==> config.mk <==
export PLATFORM = sky130hd
export DESIGN_NAME = crop_write_sequencer_flat
export DESIGN_NICKNAME = d
export VERILOG_FILES = /design/src/rtl/crop_write_sequencer_if.sv /design/src/rtl/crop_write_sequencer.sv /design/src/flat_wrapper.sv
export SDC_FILE = /design/constraint.sdc
export NUM_CORES = 1
export LEC_CHECK = 0
export ABC_AREA = 1
export CAP_MARGIN = 20
export CORE_ASPECT_RATIO = 1.75
export CORE_MARGIN = 2
export CORE_UTILIZATION = 60
export CTS_CLUSTER_DIAMETER = 40
export CTS_CLUSTER_SIZE = 28
export DETAILED_ROUTE_END_ITERATION = 12
export DONT_BUFFER_PORTS = 1
export MAX_ROUTING_LAYER = met4
export PLACE_DENSITY = 0.86
export SYNTH_ARGS = -nofsm -noshare
export SYNTH_HDL_FRONTEND = slang
export SYNTH_SLANG_ARGS = --single-unit
export TNS_END_PERCENT = 50
==> constraint.sdc <==
create_clock -name clk -period 2.5 [get_ports clk]
set_input_delay 0.25 -clock clk [delete_from_list [all_inputs] [get_ports clk]]
set_output_delay 0.25 -clock clk [all_outputs]
set_load 0.005 [all_outputs]
==> src/rtl/crop_write_sequencer_if.sv <==
// Handshake/bus bundle for crop_write_sequencer: header writer link, pixel fetch
// link and the shared output memory write port.
interface crop_write_sequencer_if;
  logic        hdr_start;
  logic        hdr_done;
  logic [23:0] hdr_addr;
  logic        hdr_wren;
  logic [15:0] hdr_wrdata;

  logic        pix_req;
  logic [10:0] pix_x;
  logic [10:0] pix_y;
  logic        pix_valid;
  logic [23:0] pix_data;

  logic [23:0] mem_addr;
  logic        mem_wren;
  logic [15:0] mem_wrdata;

  modport master (
    output hdr_start,
    input  hdr_done, hdr_addr, hdr_wren, hdr_wrdata,
    output pix_req, pix_x, pix_y,
    input  pix_valid, pix_data,
    output mem_addr, mem_wren, mem_wrdata
  );

  modport slave (
    input  hdr_start,
    output hdr_done, hdr_addr, hdr_wren, hdr_wrdata,
    input  pix_req, pix_x, pix_y,
    output pix_valid, pix_data,
    input  mem_addr, mem_wren, mem_wrdata
  );
endinterface

==> src/rtl/crop_write_sequencer.sv <==
// Cropped-BMP output sequencer: header pass-through, bottom-up B/G/R pixel bytes,
// per-row zero padding. Optional macro CROP_SEQ_CLAMP_EN clamps xMax/yMax to the image.
module crop_write_sequencer #(
  parameter int WIDTH     = 100,
  parameter int HEIGHT    = 100,
  parameter int HDR_BYTES = 54
) (
  input  logic        clk,
  input  logic        rst,
  input  logic        start,
  input  logic [10:0] xMin,
  input  logic [10:0] xMax,
  input  logic [10:0] yMin,
  input  logic [10:0] yMax,
  output logic        busy,
  output logic        done,
  output logic        err,
  crop_write_sequencer_if.master bus
);

  typedef enum logic [2:0] {IDLE, HDR, REQ, W0, W1, W2, PAD, DONE} state_t;

  localparam logic [10:0] X_LAST = 11'(WIDTH - 1);
  localparam logic [10:0] Y_LAST = 11'(HEIGHT - 1);

  state_t      state, state_nx;
  logic [10:0] x_min, x_max, y_min, y_max;
  logic [10:0] x, y;
  logic [23:0] ptr;
  logic [23:0] pix;
  logic [1:0]  pad_cnt;
  logic        err_q;
  logic        hdr_first;

  logic [10:0] x_max_eff, y_max_eff;
  logic        reject;
  logic [1:0]  pad;
  logic        more_rows;
  logic        pad_last;
  logic        row_end;

`ifdef CROP_SEQ_CLAMP_EN
  assign x_max_eff = (xMax > X_LAST) ? X_LAST : xMax;
  assign y_max_eff = (yMax > Y_LAST) ? Y_LAST : yMax;
  assign reject    = (xMin > x_max_eff) || (yMin > y_max_eff);
`else
  assign x_max_eff = xMax;
  assign y_max_eff = yMax;
  assign reject    = (xMin > xMax) || (yMin > yMax) ||
                     (xMin > X_LAST) || (xMax > X_LAST) ||
                     (yMin > Y_LAST) || (yMax > Y_LAST);
`endif

  // Row of w pixels is 3w bytes, so padding to a 4-byte boundary is w mod 4.
  assign pad       = 2'(x_max[1:0] - x_min[1:0] + 2'd1);
  assign more_rows = (y > y_min);
  assign pad_last  = (pad_cnt == 2'(pad - 2'd1));
  assign row_end   = ((state == W2) && (x == x_max) && (pad == 2'd0)) ||
                     ((state == PAD) && pad_last);

  assign busy = (state != IDLE) && (state != DONE);
  assign done = (state == DONE);
  assign err  = (state == DONE) && err_q;

  always_ff @(posedge clk) begin
    if (rst) state <= IDLE;
    else     state <= state_nx;
  end

  always_comb begin
    state_nx       = state;
    bus.hdr_start  = 1'b0;
    bus.pix_req    = 1'b0;
    bus.pix_x      = 11'd0;
    bus.pix_y      = 11'd0;
    bus.mem_addr   = 24'd0;
    bus.mem_wren   = 1'b0;
    bus.mem_wrdata = 16'd0;
    case (state)
      IDLE, DONE: begin
        if (start) state_nx = reject ? DONE : HDR;
      end
      HDR: begin
        bus.hdr_start  = hdr_first;
        bus.mem_addr   = bus.hdr_addr;
        bus.mem_wren   = bus.hdr_wren;
        bus.mem_wrdata = bus.hdr_wrdata;
        if (bus.hdr_done) state_nx = REQ;
      end
      REQ: begin
        bus.pix_req = 1'b1;
        bus.pix_x   = x;
        bus.pix_y   = y;
        if (bus.pix_valid) state_nx = W0;
      end
      W0: begin
        bus.mem_wren   = 1'b1;
        bus.mem_addr   = ptr;
        bus.mem_wrdata = {8'h00, pix[7:0]};
        state_nx       = W1;
      end
      W1: begin
        bus.mem_wren   = 1'b1;
        bus.mem_addr   = ptr;
        bus.mem_wrdata = {8'h00, pix[15:8]};
        state_nx       = W2;
      end
      W2: begin
        bus.mem_wren   = 1'b1;
        bus.mem_addr   = ptr;
        bus.mem_wrdata = {8'h00, pix[23:16]};
        if (x < x_max)        state_nx = REQ;
        else if (pad != 2'd0) state_nx = PAD;
        else                  state_nx = more_rows ? REQ : DONE;
      end
      PAD: begin
        bus.mem_wren = 1'b1;
        bus.mem_addr = ptr;
        if (pad_last) state_nx = more_rows ? REQ : DONE;
      end
      default: state_nx = IDLE;
    endcase
  end

  // Datapath: bounds are captured only on an accepted-or-rejected start from IDLE/DONE.
  always_ff @(posedge clk) begin
    if (rst) begin
      x_min     <= 11'd0;
      x_max     <= 11'd0;
      y_min     <= 11'd0;
      y_max     <= 11'd0;
      x         <= 11'd0;
      y         <= 11'd0;
      ptr       <= 24'd0;
      pix       <= 24'd0;
      pad_cnt   <= 2'd0;
      err_q     <= 1'b0;
      hdr_first <= 1'b0;
    end else begin
      case (state)
        IDLE, DONE: begin
          if (start) begin
            x_min     <= xMin;
            x_max     <= x_max_eff;
            y_min     <= yMin;
            y_max     <= y_max_eff;
            err_q     <= reject;
            hdr_first <= !reject;
          end
        end
        HDR: begin
          hdr_first <= 1'b0;
          if (bus.hdr_done) begin
            x   <= x_min;
            y   <= y_max;
            ptr <= 24'(HDR_BYTES);
          end
        end
        REQ: begin
          if (bus.pix_valid) pix <= bus.pix_data;
        end
        W0, W1: ptr <= ptr + 24'd1;
        W2: begin
          ptr     <= ptr + 24'd1;
          pad_cnt <= 2'd0;
          if (x < x_max) x <= x + 11'd1;
        end
        PAD: begin
          ptr     <= ptr + 24'd1;
          pad_cnt <= pad_cnt + 2'd1;
        end
        default: ;
      endcase
      // Rows are emitted bottom-up; the decrement stops at y_min.
      if (row_end && more_rows) begin
        y <= y - 11'd1;
        x <= x_min;
      end
    end
  end

endmodule

==> src/flat_wrapper.sv <==
// flat-port wrapper written by rule: the top's interface ports become plain ports
module crop_write_sequencer_flat 
#(
  parameter int WIDTH     = 100,
  parameter int HEIGHT    = 100,
  parameter int HDR_BYTES = 54
)
  (clk, rst, start, xMin, xMax, yMin, yMax, busy, done, err, bus_hdr_start, bus_hdr_done, bus_hdr_addr, bus_hdr_wren, bus_hdr_wrdata, bus_pix_req, bus_pix_x, bus_pix_y, bus_pix_valid, bus_pix_data, bus_mem_addr, bus_mem_wren, bus_mem_wrdata);
  crop_write_sequencer_if bus_i ();
  input  logic clk;
  input  logic rst;
  input  logic start;
  input  logic [10:0] xMin;
  input  logic [10:0] xMax;
  input  logic [10:0] yMin;
  input  logic [10:0] yMax;
  output logic busy;
  output logic done;
  output logic err;
  output wire logic [$bits(bus_i.hdr_start)-1:0] bus_hdr_start;
  input wire logic [$bits(bus_i.hdr_done)-1:0] bus_hdr_done;
  input wire logic [$bits(bus_i.hdr_addr)-1:0] bus_hdr_addr;
  input wire logic [$bits(bus_i.hdr_wren)-1:0] bus_hdr_wren;
  input wire logic [$bits(bus_i.hdr_wrdata)-1:0] bus_hdr_wrdata;
  output wire logic [$bits(bus_i.pix_req)-1:0] bus_pix_req;
  output wire logic [$bits(bus_i.pix_x)-1:0] bus_pix_x;
  output wire logic [$bits(bus_i.pix_y)-1:0] bus_pix_y;
  input wire logic [$bits(bus_i.pix_valid)-1:0] bus_pix_valid;
  input wire logic [$bits(bus_i.pix_data)-1:0] bus_pix_data;
  output wire logic [$bits(bus_i.mem_addr)-1:0] bus_mem_addr;
  output wire logic [$bits(bus_i.mem_wren)-1:0] bus_mem_wren;
  output wire logic [$bits(bus_i.mem_wrdata)-1:0] bus_mem_wrdata;
  assign bus_hdr_start = bus_i.hdr_start;
  assign bus_i.hdr_done = bus_hdr_done;
  assign bus_i.hdr_addr = bus_hdr_addr;
  assign bus_i.hdr_wren = bus_hdr_wren;
  assign bus_i.hdr_wrdata = bus_hdr_wrdata;
  assign bus_pix_req = bus_i.pix_req;
  assign bus_pix_x = bus_i.pix_x;
  assign bus_pix_y = bus_i.pix_y;
  assign bus_i.pix_valid = bus_pix_valid;
  assign bus_i.pix_data = bus_pix_data;
  assign bus_mem_addr = bus_i.mem_addr;
  assign bus_mem_wren = bus_i.mem_wren;
  assign bus_mem_wrdata = bus_i.mem_wrdata;
  crop_write_sequencer #(.WIDTH(WIDTH), .HEIGHT(HEIGHT), .HDR_BYTES(HDR_BYTES)) u_core (.clk(clk), .rst(rst), .start(start), .xMin(xMin), .xMax(xMax), .yMin(yMin), .yMax(yMax), .busy(busy), .done(done), .err(err), .bus(bus_i));
endmodule
==> impl.org, run 1 <==
** Status
- The final reports fail on negative hold slack, negative setup slack.
- Status :: finished, violations left

** Route
- Number of vias per cell after detailed routing :: 5.727
- Number of DRC markers after the initial detailed-route iteration :: 610
- Antenna Violating Nets Remaining :: 0
- Total wirelength of the detailed-routed design :: 22250 um
- For this run, design rule violations remaining after detail routing come to 0.
- Dividing the detail-routed wire length by the instance count gives 15.92 um.
- DR pass1 iterations :: 5
- Vias after detailed routing :: 8006

** Critical path
- Worst R2R Path Depth :: 13
- In this run the register-to-register setup slack is -0.01 ns.
- The most critical setup path has its startpoint at u_core.x_min[0].
- The startpoint identified for the worst register-to-register timing path is u_core.x_min[0].
- Maximum fanout encountered on the critical timing path :: 7
- The critical path in this run is classified as flop to flop.
- The critical path ends at u_core.x[4].
- In this design, the critical path's most frequently occurring cell is nor2_1.
- Critical path launch point type :: flop
- Data on the critical path arrives at its endpoint at 2.87 ns.
- The worst setup path is captured at a flop.
- The signal on the critical path passes through inv_2, ha_4, xnor2_2, xor2_1, ha_1, xor2_2, nand3_2, nand2_4, nand3_4, clkbuf_16, a21boi_0, nor2_1, nor2_1.
- In this run the critical register-to-register path is captured at u_core.x[4].
- Data on the critical path is required at its endpoint by 2.86 ns.
- Delay of the slowest cell on the worst path :: 0.36 ns
- For this design, the slowest cell found on the critical path is dfxtp_2.

** Synthesis
- Yosys mapped a number of flops with a built-in enable equal to 0.
- For this run, the register share of the synthesized area comes to 0.3143.
- Unique cell type count in the Yosys netlist :: 39
- Synthesis warning total :: 0
- Of all flip-flops after synthesis, the portion carrying an async set or reset was 0.
- The cell area that synthesis handed to floorplanning was 0.007706 sq mm.
- Syn nets :: 1355
- The most used flip-flop cell after synthesis is dfxtp_1.
- Post-synthesis cell count :: 1192
- Post-synthesis register bit count :: 121
- Each instance of the synthesized netlist takes up on average 6.465 sq um.

** Timing
- Across the routed clock network, the largest skew measured is 0.01025 ns.
- Across all hold checks on the routed design, the worst slack comes to -0.001664 ns.
- Period utilization :: 1.005
- Based on the critical path, the design can be clocked at up to 397.9 MHz.
- Worst-Margin Slew :: 0.4761 ns
- Setup-violating endpoint count in the final report :: 1
- The final-report hold violation count came to 1.
- Final Max Tran Viols :: 0
- Across all setup checks in the final design, the least slack found is -0.01291 ns.
- Final critical delay including setup and external delays :: 2.513 ns
- Headroom to the max-slew limit came out at 0.6801.
- Setup repair after global routing missed its margin :: true

** CTS
- Insertion delay to the later sink of the worst-skew pair :: 0.42 ns
- CTS sink cnt :: 121
- Maximum clock insertion buffer count :: 2
- Root Driver :: clkbuf_16
- Buffers inserted during clock tree synthesis total 17.
- The H-tree was split into 4 levels.
- TritonCTS built the clock tree.
- After clock tree synthesis, the clock-pin slew on the worst setup and hold paths is 0.06 ns.

** Die
- During I/O placement, the number of pins put on the boundary was 182.
- Measured along the y axis, the die boundary spans 153.9 um.
- The floorplan has 54 rows.
- Total die area :: 0.01380 sq mm
- Width of the chip :: 89.67 um
- Initial core utilization :: 0.6165
- Core region area :: 0.01250 sq mm

** Layout
- In the final design database the tool counted 1380 nets.
- Share of cells above drive strength 1 :: 0.08618
- Filler instances :: 1000
- Most frequent cells in the layout :: nand2_1 (238), inv_1 (176), nor2_1 (149)
- For this run, the share of the core covered by cells in the final layout is 0.7186.
- Leaving out fill and tap cells, the most frequent cell in the layout is nand2_1.
- Area added between synthesis and finish :: 16.56%
- Number of diodes :: 0

** Placement
- Placement-stage worst setup slack :: -0.02959 ns
- Once detailed placement completed, the half-perimeter wirelength came to 15760 um.
- Port Buffers :: 0
- Routability cong. :: 1.011

** Global route
- Summed over all layers, the global routing overflow is 0.
- Entering global routing, the biggest net connects 54 pins.
- The via count of the first global-routing pass came to 7608.
- The number of antenna violations at the first check in global routing was 0.
- The first global-routing pass estimated 34310 um of wire.
- In the global route stage, overall resource usage came out at 0.3237.

** Flow run
- Max-cap violations in this run came to 0.

** Min path
- The tightest min-delay check is of the input pin to flop type.
- In this run the most critical hold path is launched from xMin[10].

** Power
- Power per unit of standard cell area :: 1088 mW/mm^2
- Maximum resistive drop on vdd :: 0.6328 mV
- For this design the static power due to leakage is 4.020 nW.
## timing repair
item                                   4_1_cts  5_1_grt
setup buffers                                0        4
pin swaps                                    1        7
endpoints found under the hold margin       51        0
cloned                                       0        3
hold buffers                                24        0
gates resized for setup                      2       31
setup endpoints to repair                    4       31
## metrics by stage
step	total power, mW	TNS, ns	std cells	hold slack, ns	area [sq um]
detailed placement	6.680	-0.02982	1335	0.3276	7881
CTS	9.466	-0.003641	1391	0.0001295	8782
floorplan	5.712	0	1192	0.3849	7706
global placement	6.543	0	1335	0.3239	7881
finish	9.771	-0.01291	1398	-0.001664	8982
global route	10.46	-1.372	1398	0.02394	8982
## how the worst min path moves through the flow
stage               cells after the start          endpoint
finish                                  2  u_core.x_min[10]
global route                            2  u_core.x_min[10]
CTS                                     2  u_core.x_min[10]
detailed placement                      1    u_core.ptr[14]
global placement                        1    u_core.ptr[14]
floorplan                               2   u_core.x_max[0]
## routing by layer
metal	wire, um	vias up	track usage
met3	1293	111	0.05314
met4	1302	0	0.1748
met2	11580	379	0.5630
met1	8078	3606	0.3337
met5	0	-	-
li1	-	3910	-
## worst max-delay path, delay by kind of cell, from the launching register on
| kind | cells | cell delay (ns) |
|---|---|---|
| fa+ha+maj | 2 | 0.49 |
| compound gates | 1 | 0.18 |
| buf+inv | 2 | 0.30 |
| simple gates | 5 | 0.63 |
| flops | 1 | 0.36 |
| xor+xnor | 3 | 0.49 |
## final cells by class
class                      count  area, sq um  share of cell area
clock inverter                15        214.0             0.02382
tap                          168        210.2             0.02340
timing repair buffer          53        565.5             0.06296
multi-input combinational    837         4432              0.4934
clock buffer                  17        425.4             0.04736
sequential                   121         2426              0.2701
inverter                     187        709.4             0.07898
## Yosys cell counts, types with 5 or more instances
cell type	n	share of area
nand2_1	240	0.12
inv_1	179	0.087
nor2_1	151	0.074
dfxtp_1	121	0.31
a21oi_1	116	0.075
o21ai_0	84	0.055
ha_1	49	0.080
nand3_1	47	0.031
o21ai_1	32	0.021
clkbuf_1	28	0.014
nand4_1	28	0.023
xor2_1	19	0.022
nor3_1	14	0.0091
buf_2	9	0.0058
o221ai_1	8	0.0091
inv_2	7	0.0034
a21boi_0	6	0.0058
a22o_1	6	0.0068
buf_4	6	0.0058
nand2_2	6	0.0049
nand3_2	5	0.0065
## flip-flops by register name, summed over array words and instances (netlist names)
name,count
u_core.err_q,1
u_core.hdr_first,1
u_core.pad_cnt,2
u_core.pix,24
u_core.ptr,24
u_core.state,3
u_core.x,11
u_core.x_max,11
u_core.x_min,11
u_core.y,11
u_core.y_max,11
u_core.y_min,11
## where the power goes
part	total (mW)	switching, mW	leakage [nW]	internal, mW
Sequential	2.89	0.435	0.990	2.46
Combinational	4.21	2.73	2.72	1.47
Clock	2.67	0.982	0.311	1.69
Total	9.77	4.15	4.02	5.62
## cell families (layout without fill, tap and decap cells)
logic type,Yosys count,count (layout),synth area share
flops,121,121,0.3143
fa+ha+maj,49,49,0.07956
compound gates,262,262,0.1827
simple gates,506,506,0.2804
buf+inv,234,272,0.1203
xor+xnor,20,20,0.02273
Note: power is estimated with default switching activity, not from simulation.
==> inputs of run 2 (changes only) <==
Settings changed: CORE_ASPECT_RATIO 1.75 to default.
==> impl.org, run 2 (synthesis results as in run 1) <==
** Status
- Status :: finished, final reports clean (was finished, violations left)

** Power
- The combinational share of power was 0.429 (was 0.430).
- Sw Pwr :: 3.976 mW (was 4.150 mW)
- The switching share of total power was 0.4135 (was 0.4247).
- Register share of total power :: 0.297 (was 0.296)
- Power per unit of standard cell area :: 1082 mW/mm^2 (was 1088 mW/mm^2)
- The total power consumption of the routed design is 9.616 mW (was 9.771 mW).
- Clock network fraction of total power :: 0.274 (about the same)
- The leakage component of the power came to 3.986 nW (was 4.020 nW).
- Cell internal power dissipation :: 5.640 mW (was 5.621 mW)
- The peak supply drop came to 0.7221 mV (was 0.6328 mV).

** Placement
- Placement-stage worst setup slack :: 0.004277 ns (was -0.02959 ns)
- The detailed placement HPWL is 14760 um (was 15760 um).
- Port Buffers :: 0 (unchanged)
- Routability cong. :: 0.9561 (was 1.011)
- Placed Area :: 0.007916 sq mm (was 0.007881 sq mm)

** Global route
- Antenna violations before repair :: 0 (unchanged)
- Number of global-route vias before repair :: 7269 (was 7608)
- GR Util All Layers :: 0.3077 (was 0.3237)
- Maximum number of pins on one net before global-route repair :: 55 (was 54)
- The wire length of the first global-routing pass is 33940 um (was 34310 um).
- The aggregate global routing overflow came to 0 (unchanged).

** Timing
- FMAX :: 412.6 MHz (was 397.9 MHz)
- The final-report hold violation count came to 0 (was 1).
- The final worst setup slack was 0.07616 ns (was -0.01291 ns).
- The final hold slack is 0.01297 ns (was -0.001664 ns).
- Setup-violating endpoint count in the final report :: 0 (was 1)
- The worst slew margin relative to its limit came to 0.5169 (was 0.6801).
- Final Max Tran Viols :: 0 (unchanged)
- Period utilization :: 0.9695 (was 1.005)
- Worst-Margin Slew :: 0.7236 ns (was 0.4761 ns)
- Final critical delay including setup and external delays :: 2.424 ns (was 2.513 ns)
- The post-route clock skew was 0.004030 ns (was 0.01025 ns).

** CTS
- The H-tree depth is 4 (unchanged).
- The clock tree from TritonCTS is built (unchanged).
- The clock-pin slew reported for the worst setup and hold paths after clock tree synthesis is 0.05 ns (was 0.06 ns).
- The count of clock tree sinks came to 121 (unchanged).
- Number of clock buffers inserted by TritonCTS :: 17 (unchanged)
- The maximum clock path buffer count is 2 (unchanged).
- Root Driver :: clkbuf_16 (unchanged)
- The latest clock arrival within the worst-skew pair was 0.41 ns (was 0.42 ns).

** Route
- The total iterations of the first detailed-routing run is 5 (unchanged).
- Total wirelength of the detailed-routed design :: 20970 um (was 22250 um)
- The number of nets still failing antenna checks after routing came to 0 (unchanged).
- Number of vias per cell after detailed routing :: 5.616 (was 5.727)
- Number of DRC markers after the initial detailed-route iteration :: 766 (was 610)
- Vias after detailed routing :: 7879 (was 8006)
- Length of routed met2 wiring :: 9712 um (was 11580 um)
- The detail-routed net length per standard cell is 14.95 um (was 15.92 um).
- DR top layer :: met4 (unchanged)
- The sum of routed wire segments on met1 was 9052 um (was 8078 um).
- The DRC violations left came to 0 (unchanged).
- Met3 layer wire length in the routed design :: 1647 um (was 1293 um)

** Critical path
- Critical path launch point type :: flop (unchanged)
- Launch point of the critical path :: u_core.x_min[0] (unchanged)
- Beginning of the worst register-to-register path :: u_core.x_min[0] (unchanged)
- Slowest CP cell :: dfxtp_2 (unchanged)
- Required time of the worst setup path :: 2.85 ns (was 2.86 ns)
- The worst-path maximum fanout is 16 (was 7).
- The critical path's largest stage delay is 0.35 ns (was 0.36 ns).
- The type of the worst setup path was flop to flop (unchanged).
- Crit end category :: flop (unchanged)
- List of cells traversed by the critical path: inv_1, ha_2, xnor2_2, xor2_1, ha_2, xor2_2, nand3_2, nand2_4, nand3_4, buf_6, o21ai_0, nor2_1, nor2_1 (was inv_2, ha_4, xnor2_2, xor2_1, ha_1, xor2_2, nand3_2, nand2_4, nand3_4, clkbuf_16, a21boi_0, nor2_1, nor2_1).
- Critical path arrival :: 2.77 ns (was 2.87 ns)

** Die
- The I/O pin count is 182 (unchanged).
- Initial core utilization :: 0.6131 (was 0.6165)
- The die width is 117.3 um (was 89.67 um).
- The row count came to 41 (was 54).
- Die boundary height :: 117.3 um (was 153.9 um)
- The core outline area came to 0.01257 sq mm (was 0.01250 sq mm).
- The total die area is 0.01377 sq mm (was 0.01380 sq mm).

** Layout
- Post-layout net count :: 1381 (was 1380)
- Top flop regs :: u_core.pix (24), u_core.ptr (24) (unchanged)
- Area added between synthesis and finish :: 15.33% (was 16.56%)
- Final standard cell area without fillers :: 0.008887 sq mm (was 0.008982 sq mm)
- The leading cell type in the layout, fill and taps excluded was nand2_1 (unchanged).
- Share of cells above drive strength 1 :: 0.07799 (was 0.08618)
- Most frequent cells in the layout: nand2_1 (240), inv_1 (178), nor2_1 (151) (was nand2_1 (238), inv_1 (176), nor2_1 (149)).
- The antenna diode instance count was 0 (unchanged).

** Flow run
- The total of max-cap violations was 0 (unchanged).

** Min path
- The type of the tightest min-delay check is input pin to flop (unchanged).
- Hold path start :: yMin[0] (was xMin[10])
## run 2: per-stage QoR
stage                     setup TNS, ns  utilization  cells
final                                 0       0.7071   1403
after global routing            -0.2600       0.7071   1403
after CTS                             0       0.7012   1398
after detailed placement              0       0.6299   1343
after global placement                0       0.6299   1343
after floorplan                       0            -   1192
## run 2: final timing paths
path | endpoint | slack, ns | cells past startpoint
max | u_core.y[1] | 0.08 | 13
min | u_core.y_min[0] | 0.01 | 2
max reg2reg | u_core.y[1] | 0.08 | 13
min reg2reg | u_core.pix[15] | 0.45 | 2
## run 2: critical path, delay by kind of cell (launching register included)
family / cells / cell delay (ns)
XOR/XNOR: 3 / 0.55
AND/OR/NAND/NOR: 5 / 0.51
adder cells (fa/ha/maj): 2 / 0.49
flip-flops: 1 / 0.35
buffers and inverters: 2 / 0.26
AO/OA/AOI/OAI: 1 / 0.20
## run 2: cell type report
cell class | instances | area (sq um)
Fill cell | 1052 | 3681
Sequential cell | 121 | 2424
Clock inverter | 13 | 201.4
Multi-Input combinational cell | 837 | 4402
Clock buffer | 19 | 432.9
Inverter | 187 | 705.7
Timing Repair Buffer | 54 | 506.7
Tap cell | 172 | 215.2
## run 2: timing repair
| item | 4_1_cts | 5_1_grt |
|---|---|---|
| resized for setup | 4 | 13 |
| cloned | 0 | 1 |
| endpoints found under the setup margin | 8 | 30 |
| buffers inserted | 0 | 4 |
| endpoints found under the hold margin | 50 | 0 |
| hold buffers | 23 | 0 |
| pin swaps | 0 | 5 |
## run 2: metal layers
metal | global-route usage | vias to the layer above
li1 | - | 3913
met1 | 0.3830 | 3555
met2 | 0.4857 | 360
met3 | 0.06663 | 51
met4 | 0.1280 | 0
met5 | - | -
## run 2: power by group through the flow
stage / combinational [mW] / clock, mW / sequential [mW]
3_5_place_dp: 3.79 / 0 / 2.86
4_1_cts: 3.95 / 2.66 / 2.83
6_report: 4.12 / 2.63 / 2.86
2_1_floorplan: 2.97 / 0 / 2.74
5_1_grt: 4.64 / 2.77 / 2.91
3_3_place_gp: 3.69 / 0 / 2.85
